### src/rtl/i2s_cap_pkg.sv
// Shared types and slot-position constants for the multi-line I2S capture block.
package i2s_cap_pkg;

    typedef enum logic [1:0] {
        IDLE    = 2'd0,
        ARM     = 2'd1,
        CAPTURE = 2'd2,
        DRAIN   = 2'd3
    } cap_state_e;

    localparam int SLOT_BITS   = 32;
    localparam int LEFT_FIRST  = 1;
    localparam int RIGHT_FIRST = 33;

endpackage

### src/rtl/i2s_cap_fifo.sv
// Synchronous show-ahead FIFO: rdata always presents the head entry, zero when empty.
module i2s_cap_fifo #(
    parameter int WIDTH = 8,
    parameter int DEPTH = 4
) (
    input  logic             clk,
    input  logic             rst_n,
    input  logic             push,
    input  logic [WIDTH-1:0] wdata,
    input  logic             pop,
    output logic [WIDTH-1:0] rdata,
    output logic             full,
    output logic             empty
);
    localparam int AW = $clog2(DEPTH);

    logic [AW:0]      wptr_q, wptr_d;
    logic [AW:0]      rptr_q, rptr_d;
    logic [WIDTH-1:0] mem_q [DEPTH];
    logic             do_push;
    logic             do_pop;

    assign empty = (wptr_q == rptr_q);
    assign full  = ((wptr_q - rptr_q) == (AW + 1)'(DEPTH));
    assign rdata = empty ? '0 : mem_q[rptr_q[AW-1:0]];

    // A push into a full FIFO is still taken when the head leaves in the same cycle.
    assign do_pop  = pop && !empty;
    assign do_push = push && (!full || do_pop);

    always_comb begin
        wptr_d = wptr_q;
        rptr_d = rptr_q;
        if (do_push) wptr_d = wptr_q + 1'b1;
        if (do_pop)  rptr_d = rptr_q + 1'b1;
    end

    always_ff @(posedge clk) begin
        if (!rst_n) begin
            wptr_q <= '0;
            rptr_q <= '0;
        end else begin
            wptr_q <= wptr_d;
            rptr_q <= rptr_d;
        end
    end

    always_ff @(posedge clk) begin
        if (do_push) mem_q[wptr_q[AW-1:0]] <= wdata;
    end

endmodule

### src/rtl/i2s_capture_mc.sv
// Multi-line I2S capture: slot counter on synced sck falls, per-line L/R shift registers, block FSM, FIFO.
// Define I2S_CAP_OVF_CNT_EN to add the 16-bit saturating dropped-frame counter on ovf_count.
module i2s_capture_mc
    import i2s_cap_pkg::*;
#(
    parameter int NUM_LINES  = 2,
    parameter int SAMPLE_W   = 24,
    parameter int STORE_W    = 16,
    parameter int FRAME_LEN  = 1024,
    parameter int FIFO_DEPTH = 4
) (
    input  logic                           clk,
    input  logic                           rst_n,
    input  logic                           sck,
    input  logic [NUM_LINES-1:0]           sd,
    input  logic                           start,
    input  logic                           continuous,
    input  logic                           stop,
    output logic                           ws,
    output logic                           busy,
    output logic                           done,
    output logic                           overflow,
    output logic                           m_valid,
    input  logic                           m_ready,
    output logic [2*NUM_LINES*STORE_W-1:0] m_data,
    output logic                           m_last
`ifdef I2S_CAP_OVF_CNT_EN
    ,
    output logic [15:0]                    ovf_count
`endif
);
    localparam int CNT_W  = $clog2(2 * SLOT_BITS);
    localparam int DATA_W = 2 * NUM_LINES * STORE_W;
    localparam int FRM_W  = $clog2(FRAME_LEN + 1);
    localparam logic [CNT_W-1:0] L_LO    = CNT_W'(LEFT_FIRST);
    localparam logic [CNT_W-1:0] L_HI    = CNT_W'(LEFT_FIRST + SAMPLE_W - 1);
    localparam logic [CNT_W-1:0] R_LO    = CNT_W'(RIGHT_FIRST);
    localparam logic [CNT_W-1:0] R_HI    = CNT_W'(RIGHT_FIRST + SAMPLE_W - 1);
    localparam logic [CNT_W-1:0] PUSH_AT = CNT_W'(RIGHT_FIRST + SAMPLE_W);
    localparam logic [CNT_W-1:0] CNT_MAX = '1;

    cap_state_e          state_q, state_d;
    logic                sck_meta_q, sck_meta_d;
    logic                sck_sync_q, sck_sync_d;
    logic                sck_prev_q, sck_prev_d;
    logic [CNT_W-1:0]    cnt_q, cnt_d;
    logic [SAMPLE_W-1:0] l_sr_q [NUM_LINES];
    logic [SAMPLE_W-1:0] l_sr_d [NUM_LINES];
    logic [SAMPLE_W-1:0] r_sr_q [NUM_LINES];
    logic [SAMPLE_W-1:0] r_sr_d [NUM_LINES];
    logic [FRM_W-1:0]    frame_q, frame_d;
    logic                cont_q, cont_d;
    logic                ovf_q, ovf_d;

    logic                fall;
    logic                in_left;
    logic                in_right;
    logic                start_acc;
    logic                push_req;
    logic                last_frame;
    logic                drop;
    logic [DATA_W-1:0]   push_data;
    logic                fifo_full;
    logic                fifo_empty;
    logic                fifo_pop;

    assign fall       = sck_prev_q && !sck_sync_q;
    assign in_left    = (cnt_q >= L_LO) && (cnt_q <= L_HI);
    assign in_right   = (cnt_q >= R_LO) && (cnt_q <= R_HI);
    assign start_acc  = (state_q == IDLE) && start && !stop;
    assign last_frame = (frame_q == FRM_W'(FRAME_LEN - 1));
    // stop on the push slot wins: the aborted frame is never queued.
    assign push_req   = (state_q == CAPTURE) && fall && (cnt_q == PUSH_AT) && !stop;
    assign fifo_pop   = m_valid && m_ready;
    assign drop       = push_req && fifo_full && !fifo_pop;
    assign ws         = cnt_q[CNT_W-1];
    assign overflow   = ovf_q;
    assign m_valid    = !fifo_empty;

    always_comb begin
        for (int i = 0; i < NUM_LINES; i++) begin
            push_data[(2*i)*STORE_W   +: STORE_W] = l_sr_q[i][SAMPLE_W-1 -: STORE_W];
            push_data[(2*i+1)*STORE_W +: STORE_W] = r_sr_q[i][SAMPLE_W-1 -: STORE_W];
        end
    end

    always_comb begin
        sck_meta_d = sck;
        sck_sync_d = sck_meta_q;
        sck_prev_d = sck_sync_q;
        cnt_d      = fall ? cnt_q + 1'b1 : cnt_q;
        for (int i = 0; i < NUM_LINES; i++) begin
            l_sr_d[i] = (fall && in_left)  ? SAMPLE_W'({l_sr_q[i], sd[i]}) : l_sr_q[i];
            r_sr_d[i] = (fall && in_right) ? SAMPLE_W'({r_sr_q[i], sd[i]}) : r_sr_q[i];
        end
        cont_d  = start_acc ? continuous : cont_q;
        ovf_d   = start_acc ? 1'b0 : (ovf_q || drop);
        frame_d = frame_q;
        if (start_acc) frame_d = '0;
        else if (push_req) frame_d = last_frame ? '0 : frame_q + 1'b1;
    end

    always_ff @(posedge clk) begin
        if (!rst_n) begin
            sck_meta_q <= 1'b0;
            sck_sync_q <= 1'b0;
            sck_prev_q <= 1'b0;
            cnt_q      <= '0;
            frame_q    <= '0;
            cont_q     <= 1'b0;
            ovf_q      <= 1'b0;
            for (int i = 0; i < NUM_LINES; i++) begin
                l_sr_q[i] <= '0;
                r_sr_q[i] <= '0;
            end
        end else begin
            sck_meta_q <= sck_meta_d;
            sck_sync_q <= sck_sync_d;
            sck_prev_q <= sck_prev_d;
            cnt_q      <= cnt_d;
            frame_q    <= frame_d;
            cont_q     <= cont_d;
            ovf_q      <= ovf_d;
            for (int i = 0; i < NUM_LINES; i++) begin
                l_sr_q[i] <= l_sr_d[i];
                r_sr_q[i] <= r_sr_d[i];
            end
        end
    end

    always_ff @(posedge clk) begin
        if (!rst_n) state_q <= IDLE;
        else        state_q <= state_d;
    end

    // ARM only releases on the 63->0 wrap so the first captured frame is always whole.
    always_comb begin
        state_d = state_q;
        case (state_q)
            IDLE:    if (start_acc) state_d = ARM;
            ARM:     if (stop) state_d = DRAIN;
                     else if (fall && (cnt_q == CNT_MAX)) state_d = CAPTURE;
            CAPTURE: if (stop) state_d = DRAIN;
                     else if (push_req && last_frame && !cont_q) state_d = DRAIN;
            DRAIN:   if (fifo_empty) state_d = IDLE;
            default: state_d = IDLE;
        endcase
    end

    always_comb begin
        busy = (state_q != IDLE);
        done = (state_q == DRAIN) && fifo_empty;
    end

    i2s_cap_fifo #(
        .WIDTH (DATA_W + 1),
        .DEPTH (FIFO_DEPTH)
    ) u_fifo (
        .clk   (clk),
        .rst_n (rst_n),
        .push  (push_req),
        .wdata ({last_frame, push_data}),
        .pop   (fifo_pop),
        .rdata ({m_last, m_data}),
        .full  (fifo_full),
        .empty (fifo_empty)
    );

`ifdef I2S_CAP_OVF_CNT_EN
    logic [15:0] ovf_cnt_q, ovf_cnt_d;

    always_comb begin
        ovf_cnt_d = ovf_cnt_q;
        if (start_acc) ovf_cnt_d = '0;
        else if (drop && (ovf_cnt_q != 16'hFFFF)) ovf_cnt_d = ovf_cnt_q + 16'd1;
    end

    always_ff @(posedge clk) begin
        if (!rst_n) ovf_cnt_q <= '0;
        else        ovf_cnt_q <= ovf_cnt_d;
    end

    assign ovf_count = ovf_cnt_q;
`endif

endmodule

### config.mk
export PLATFORM = sky130hd
export DESIGN_NAME = i2s_capture_mc
export DESIGN_NICKNAME = d
export VERILOG_FILES = /design/src/rtl/i2s_cap_pkg.sv /design/src/rtl/i2s_cap_fifo.sv /design/src/rtl/i2s_capture_mc.sv
export SDC_FILE = /design/constraint.sdc
export NUM_CORES = 1
export LEC_CHECK = 0
export CAP_MARGIN = 20
export CORE_ASPECT_RATIO = 1.1
export CORE_MARGIN = 2
export CORE_UTILIZATION = 50
export DETAILED_ROUTE_END_ITERATION = 10
export MAX_ROUTING_LAYER = met4
export PLACE_DENSITY = 0.7
export SYNTH_ARGS = -nofsm -noshare
export SYNTH_HDL_FRONTEND = slang
export SYNTH_HIERARCHICAL = 1
export SYNTH_SLANG_ARGS = --single-unit
### constraint.sdc
create_clock -name clk -period 6.9 [get_ports clk]
set_input_delay 0.69 -clock clk [delete_from_list [all_inputs] [get_ports clk]]
set_output_delay 0.69 -clock clk [all_outputs]
set_load 0.05 [all_outputs]
==> flow_summary.toml, run 1 <==
[cts]
cts_sinks = 388
postCtsSetupRepairBufs = 0
cts_tree = "done"
clock_path_buffers = 3
clk_pin_slew_ns = 0.06
post_cts_resized = 0
clock_latency_ns = 0.51
cts_root_buffer = "clkbuf_16"
htree_levels = 2
ctsHoldBuffers = 0
cts_inserted_buffers = 36

[sta]
rsz0062_at_grt = "no"
hold_viol_final = 0
drv_slew = 0
tightest_slew_ns = 1.08
timing.final.crit_share = 0.616
skew_ns = 0.0130
finalSetupViolCount = 0
min_period_ns = 4.25
setup_tns_ns = 0
max_freq_mhz = 235
slew_headroom = 0.277

[global_routing]
grt_pass1_wl_um = 42100
overflow = 0
grt_pass1_vias = 7953
grt_max_degree = 123
grt_use_total = 0.175
antenna_found_initial = 0

[setup_path]
critPathKind = "register to output pin"
cp.arrival_ns = 3.56
cp.required_ns = 6.21
critPathMaxStageDelay_ns = 0.82
crit_slowest_cell = "dfxtp_4"
cp_cell_sequence = "buf_4 > mux4_2 > nor2b_1 > clkdlybuf4s50_1"
path_max_fanout = 36
worstSetupStartpointType = "register"
end_kind = "output pin"

[final_layout]
drive_gt1_frac = 0.133
areaGrowthSynthToFinish_pct = 14.6
final_nets = 1119
fin_area_um2 = 17300
final_cell_mix = "260 x edfxtp_1, 216 x nand2_1, 126 x dfxtp_1"
antenna_cells = 0
mostFrequentLayoutCell = "edfxtp_1"

[placed_design]
dp_hpwl_um = 14000
gp_congestion = 0.793
port_buffers = 78
post_dp_cell_area_um2 = 16100

[worst_hold_path]
hold_class = "register to register"

[routing]
dr_total_vias = 8011
wl_per_cell_um = 17.5
firstDrtPassIters = 5
vias_per_cell = 5.35
ant_nets = 0
routed_wl_um = 26100
drc = 0
drtIter0Drc = 412

[power]
peakVddDrop_mv = 0.175
p_per_area_nw_per_um2 = 257
power.leakage_nw = 5.43

[logic_synthesis]
synth_async_sr_flop_share = 0
netlist_area_um2 = 15100
ys_warn_count = 6
synth_ff_type = "edfxtp_1"
synthCells = 1027
ys_seq_area_frac = 0.687
synth_edf_count = 260
syn_nets = 1052
ys_ff_latch = 388
yosysUniqueCellTypes = 54
syn_area_per_cell_um2 = 14.7

[floorplan]
core_area_um2 = 29600
start_util = 0.509
die_w_um = 170
io_pins = 79
dieArea_um2 = 31600
die_y_um = 186
row_count = 66

[job]
max_cap_violations = 0

[run_status]
outcome = "completed"
-- flip-flops by register name, indices dropped and copies added, names as in the netlist, named ones only --
signal / flops
overflow: 1
u_fifo/wptr_q: 3
l_sr_q: 48
frame_q: 11
cont_q: 1
r_sr_q: 48
u_fifo/mem_q: 260
sck_prev_q: 1
cnt_q: 6
state_q: 2
sck_prev_d: 1
u_fifo/rptr_q: 3
sck_meta_q: 1
-- per-stage QoR --
stage / power [W] / hold slack (ns) / instances / setup WS (ns) / utilization
final: 0.00445 / 0.431 / 1496 / 2.65 / 0.583
after detailed placement: 0.00262 / 0.420 / 1429 / 3.07 / 0.544
after global routing: 0.00460 / 0.464 / 1496 / 2.38 / 0.583
after global placement: 0.00261 / 0.416 / 1429 / 3.08 / 0.544
after CTS: 0.00449 / 0.434 / 1495 / 2.52 / 0.582
after floorplan: 0.00259 / 0.412 / 1027 / 2.22 / -
-- cells in the mapped netlist (all sizes together) (8+ instances only) --
cell	n	area share
edfxtp	260	0.52
nand2	216	0.054
dfxtp	128	0.17
a21boi	98	0.049
nor2b	72	0.030
mux4	65	0.097
buf	31	0.013
clkbuf	24	0.0061
ha	16	0.013
and2	14	0.0058
nor2	13	0.0034
inv	10	0.0025
xnor2	8	0.0046
-- logic make-up after synthesis --
logic type | share of synthesized area
DFF | 0.687
and+or+nand+nor | 0.110
AOI/OAI and AO/OA | 0.0599
muxes | 0.101
buffers and inverters | 0.0219
adders and majority gates | 0.0133
xor gates and xnor gates | 0.00688
-- layout make-up --
cell class | instances | area, um^2
fill | 2275 | 12400
sequential | 388 | 10400
multi-input combinational | 572 | 4420
clock buffer | 52 | 1020
timing repair buffer | 85 | 851
tap | 374 | 468
clock inverter | 14 | 105
inverter | 11 | 41.3
-- final timing paths --
| check | from | endpoint | slack, ns | cells after the start |
|---|---|---|---|---|
| setup / recovery | register | m_last | 2.65 | 4 |
| hold / removal | sck_meta_q | sck_prev_d | 0.43 | 1 |
| setup reg to reg | u_fifo/wptr_q[0] | u_fifo/mem_q[1][5] | 3.61 | 8 |
| hold reg to reg | sck_meta_q | sck_prev_d | 0.43 | 1 |
-- worst max-delay path: cells and delay by family, from the launching register on --
family	cells	cell delay, ns
flip-flops	1	0.82
AND/OR/NAND/NOR	1	0.17
multiplexers	1	0.59
buffers and inverters	2	1.42
-- where the power goes --
| group | switching [W] | internal, W |
|---|---|---|
| registers | 0.00000633 | 0.00245 |
| logic | 0.0000607 | 0.0000437 |
| clock network | 0.000807 | 0.00108 |
-- routing by layer --
layer | wire, um | track usage | share of wire
met4 | 449 | 0.0499 | 0.017
met5 | 0 | - | 0
met2 | 13200 | 0.293 | 0.51
met1 | 11200 | 0.226 | 0.43
met3 | 1290 | 0.0273 | 0.049
No activity file was read; power rests on OpenSTA's default activity.
==> run 2, diff against run 1 <==
PLACE_DENSITY = 0.73   (was 0.7)
clock period = 3.53 ns   (was 6.9 ns; I/O delays follow)
==> run 2 against run 1 <==
Effect of this change: setup slack worse by 2.4 ns; first-iteration DRC count is 9.2% higher; sequential cell count stayed put; critical path depth is 3 higher; sequential share of layout area is 1.2 points lower; die area stayed put; register-to-register slack worse by 2.8 ns; critical path type unchanged.
==> flow_summary.toml, run 2 (same netlist as run 1, synthesis figures left out) <==
[cts]
cts_root_buffer = "clkbuf_16"
htree_levels = 2
post_cts_resized = 0
cts_inserted_buffers = 38
cts_tree = "done"
cts_sinks = 388
clk_pin_slew_ns = 0.06
postCtsSetupRepairBufs = 0
clock_latency_ns = 0.52
ctsHoldBuffers = 0
clock_path_buffers = 3

[power]
pwr-share-seq = 0.536
power.leakage_nw = 5.58
power_frac_comb = 0.023
p_switching_w = 0.00175
power_frac_clock = 0.441
power.total_w = 0.00898
peakVddDrop_mv = 0.503
switching_share = 0.194
p_per_area_nw_per_um2 = 509
power.internal_w = 0.00723

[floorplan]
start_util = 0.509
die_y_um = 186
die_w_um = 170
io_pins = 79
core_area_um2 = 29600
dieArea_um2 = 31600
row_count = 66

[final_layout]
antenna_cells = 0
final_cell_mix = "260 x edfxtp_1, 215 x nand2_1, 124 x dfxtp_1"
areaGrowthSynthToFinish_pct = 16.9
final_nets = 1135
largest_reg_flops = 260
n_fill_cell = 2196
mostFrequentLayoutCell = "edfxtp_1"
drive_gt1_frac = 0.153

[sta]
skew_ns = 0.0265
rsz0062_at_grt = "no"
finalSetupViolCount = 0
slew_headroom = 0.330
min_period_ns = 3.25
drv_slew = 0
timing.final.crit_share = 0.921
max_freq_mhz = 308
setup_tns_ns = 0
hold_viol_final = 0
tightest_slew_ns = 1.00
worst_hold_slack_ns = 0.354

[global_routing]
antenna_found_initial = 0
grt_use_total = 0.182
overflow = 0
grt_max_degree = 63
grt_pass1_wl_um = 43700
grt_pass1_vias = 8258

[setup_path]
critPathMaxStageDelay_ns = 0.72
cp.arrival_ns = 2.90
critPathKind = "register to output pin"
cp.required_ns = 3.18
cp_cell_sequence = "inv_1 > ha_1 > nand2_2 > nor2_4 > buf_4 > nor2b_1 > clkdlybuf4s50_1"
end_kind = "output pin"
worstSetupStartpointType = "register"
crit_slowest_cell = "clkdlybuf4s50_1"
path_max_fanout = 32

[routing]
ant_nets = 0
wl_per_cell_um = 17.8
drc = 0
routed_wl_um = 27000
vias_per_cell = 5.34
drtIter0Drc = 450
firstDrtPassIters = 4
dr_total_vias = 8081

[placed_design]
dp_hpwl_um = 15900
port_buffers = 78
gp_congestion = 0.728

[job]
max_cap_violations = 0

[worst_hold_path]
hold_class = "input port to register"

[run_status]
outcome = "completed"
==> run 2: cell count changes in the layout (fill, tap and decap cells not counted), moves of 2 or more <==
cell	before	now
clkbuf_16	37	41
buf_4	7	13
dfxtp_2	0	2
clkinv_2	8	6
buf_12	0	9
clkbuf_1	11	9
clkbuf_8	4	7
dfxtp_1	126	124
==> run 2: layout make-up <==
class | instances | area [um^2] | area share
Clock buffer | 57 | 1160 | 0.0656
Clock inverter | 11 | 96.3 | 0.00546
Inverter | 11 | 41.3 | 0.00234
Multi-Input combinational cell | 572 | 4440 | 0.252
Sequential cell | 388 | 10400 | 0.589
Tap cell | 374 | 468 | 0.0265
Timing Repair Buffer | 99 | 1050 | 0.0595
==> run 2: routing by layer <==
metal / vias to the layer above / track usage / share of wire
met2: 149 / 0.316 / 0.52
met3: 42 / 0.0271 / 0.038
met5: - / - / 0
met4: 0 / 0.0479 / 0.019
li1: 3882 / - / -
met1: 4008 / 0.225 / 0.43
==> run 2: worst max-delay path, delay by kind of cell, from the launching register on <==
family                   cells  cell delay, ns
buffers and inverters        3            1.20
AND/OR/NAND/NOR              3            0.55
adder cells (fa/ha/maj)      1            0.28
flip-flops                   1            0.36
==> run 2: per-stage QoR <==
| stage | utilization | area (um^2) | setup WS, ns | instances |
|---|---|---|---|---|
| 2_1_floorplan | - | 15100 | 0.0148 | 1027 |
| 3_3_place_gp | 0.553 | 16400 | 0.640 | 1444 |
| 3_5_place_dp | 0.553 | 16400 | 0.563 | 1444 |
| 4_1_cts | 0.595 | 17600 | 0.225 | 1512 |
| 5_1_grt | 0.595 | 17600 | 0.0821 | 1512 |
| 6_report | 0.595 | 17600 | 0.280 | 1512 |
==> run 2: final timing paths <==
check	cells past startpoint	endpoint	slack, ns	startpoint
worst min register to register	2	l_sr_q[0][1]	0.45	l_sr_q[0][0]
worst max register to register	8	u_fifo/mem_q[2][64]	0.76	cnt_q[0]
worst max-delay path	7	m_data[5]	0.28	u_fifo/rptr_q[1]
worst min-delay path	3	state_q[1]	0.35	rst_n
==> run 2: power by group through the flow <==
stage	sequential, W	clock (W)	combinational [W]
after global placement	0.00491	0	0.000203
after floorplan	0.00491	0	0.000153
after detailed placement	0.00491	0	0.000208
after global routing	0.00481	0.00421	0.000225
after CTS	0.00481	0.00404	0.000209
final	0.00481	0.00396	0.000205
==> run 3, diff against run 2 <==
CORE_ASPECT_RATIO = unset   (was 1.1)
GPL_ROUTABILITY_DRIVEN = 0   (was unset)
SLEW_MARGIN = 20   (was unset)
==> run 3 against run 2 <==
Effect of this change: sequential share of layout area grew 0.19 points; clock power fell by 3%; global-route usage fell by 0.43 points; final area fell by 0.32%; combinational power about the same; sequential power hardly changed; maximum frequency grew 0.77%; first-iteration DRC count is 14% higher; setup slack better by 0.025 ns.
==> flow_summary.toml, run 3 (same netlist as run 1, synthesis figures left out) <==
[run_status]
outcome = "completed"

[sta]
timing.final.crit_share = 0.914
max_freq_mhz = 310
rsz0062_at_grt = "no"
tightest_slew_ns = 1.00
drv_slew = 0
hold_viol_final = 0
finalSetupViolCount = 0
fin_ws_ns = 0.305
setup_tns_ns = 0
slew_headroom = 0.331
min_period_ns = 3.23
worst_hold_slack_ns = 0.333
skew_ns = 0.0165

[cts]
cts_root_buffer = "clkbuf_16"
clk_pin_slew_ns = 0.06
cts_sinks = 388
post_cts_resized = 0
postCtsSetupRepairBufs = 0
clock_path_buffers = 3
cts_tree = "done"
clock_latency_ns = 0.51
ctsHoldBuffers = 0
htree_levels = 2
cts_inserted_buffers = 38

[final_layout]
n_fill_cell = 2258
fin_area_um2 = 17600
areaGrowthSynthToFinish_pct = 16.5
final_nets = 1131
drive_gt1_frac = 0.150
mostFrequentLayoutCell = "edfxtp_1"
final_cell_mix = "260 x edfxtp_1, 215 x nand2_1, 124 x dfxtp_1"
largest_reg_flops = 260
antenna_cells = 0

[job]
max_cap_violations = 0

[setup_path]
critPathKind = "register to output pin"
worstSetupStartpointType = "register"
cp.arrival_ns = 2.87
path_max_fanout = 19
cp_cell_sequence = "buf_4 > mux4_2 > nor2b_1 > clkdlybuf4s50_1"
crit_slowest_cell = "clkdlybuf4s50_1"
cp_top_family = "buffers and inverters"
end_kind = "output pin"
cp.required_ns = 3.18
crit_buf_inv = 2
critPathMaxStageDelay_ns = 0.70

[floorplan]
core_area_um2 = 29600
start_util = 0.509
row_count = 63
dieArea_um2 = 31600
io_pins = 79
die_w_um = 178
die_y_um = 178

[placed_design]
post_dp_cell_area_um2 = 16400
dp_hpwl_um = 14900
dp_slack_ns = 0.523
port_buffers = 78

[power]
p_per_area_nw_per_um2 = 504
peakVddDrop_mv = 0.376
power.leakage_nw = 5.54

[global_routing]
antenna_found_initial = 0
grt_use_total = 0.177
grt_pass1_wl_um = 42300
grt_max_degree = 77
grt_pass1_vias = 7995
overflow = 0

[worst_hold_path]
hold_class = "input port to register"

[routing]
dr_total_vias = 8073
drc = 0
vias_per_cell = 5.29
drtIter0Drc = 511
routed_wl_um = 26500
wl_per_cell_um = 17.4
ant_nets = 0
firstDrtPassIters = 7
run 3: cell count changes in the layout (fill, tap and decap cells not counted):
| cell | delta |
|---|---|
| buf_4 | -4 |
| clkbuf_1 | +1 |
| clkbuf_16 | -2 |
| clkinv_2 | +2 |
| clkinv_8 | -1 |
| inv_4 | +1 |
run 3: layout make-up:
cell class	instances	area, um^2	area share
multi-input combinational	572	4440	0.253
clock inverter	13	96.3	0.00548
timing repair buffer	95	1020	0.0579
sequential	388	10400	0.591
inverter	11	41.3	0.00235
clock buffer	56	1110	0.0631
tap	390	488	0.0278
run 3: final timing paths:
check | start | to | slack [ns] | depth (start not counted)
min reg2reg | sck_meta_q | sck_prev_d | 0.43 | 1
min | rst_n | cnt_q[1] | 0.33 | 2
max reg2reg | cnt_q[0] | u_fifo/mem_q[1][56] | 0.70 | 8
max | register | m_data[35] | 0.30 | 4
run 3: power by group:
group	internal, W	leakage (nW)	switching, W
logic	0.0000848	1.49	0.000121
clock network	0.00226	0.599	0.00159
registers	0.00480	3.45	0.0000119
total	0.00714	5.54	0.00172
run 3: worst register-to-register path, cell delays in order (launching register included):
cell,delay (ns)
dfxtp_1,0.42
ha_1,0.23
nor2b_1,0.19
nand4_1,0.29
clkinv_1,0.25
o31ai_1,0.17
nor2_2,0.26
and2_4,0.44
buf_12,0.27
run 3: per-layer routing:
| layer | vias up | GRT usage | part of all wire |
|---|---|---|---|
| met1 | 4008 | 0.234 | 0.45 |
| met3 | 28 | 0.0278 | 0.042 |
| li1 | 3878 | - | - |
| met2 | 159 | 0.293 | 0.50 |
| met5 | - | - | 0 |
| met4 | 0 | 0.0379 | 0.013 |
run 3: through the flow:
step | total power, W | std cells | utilization
after floorplan | 0.00506 | 1027 | -
after global placement | 0.00511 | 1456 | 0.552
after detailed placement | 0.00512 | 1456 | 0.552
after CTS | 0.00895 | 1525 | 0.593
after global routing | 0.00915 | 1525 | 0.593
final | 0.00887 | 1525 | 0.593
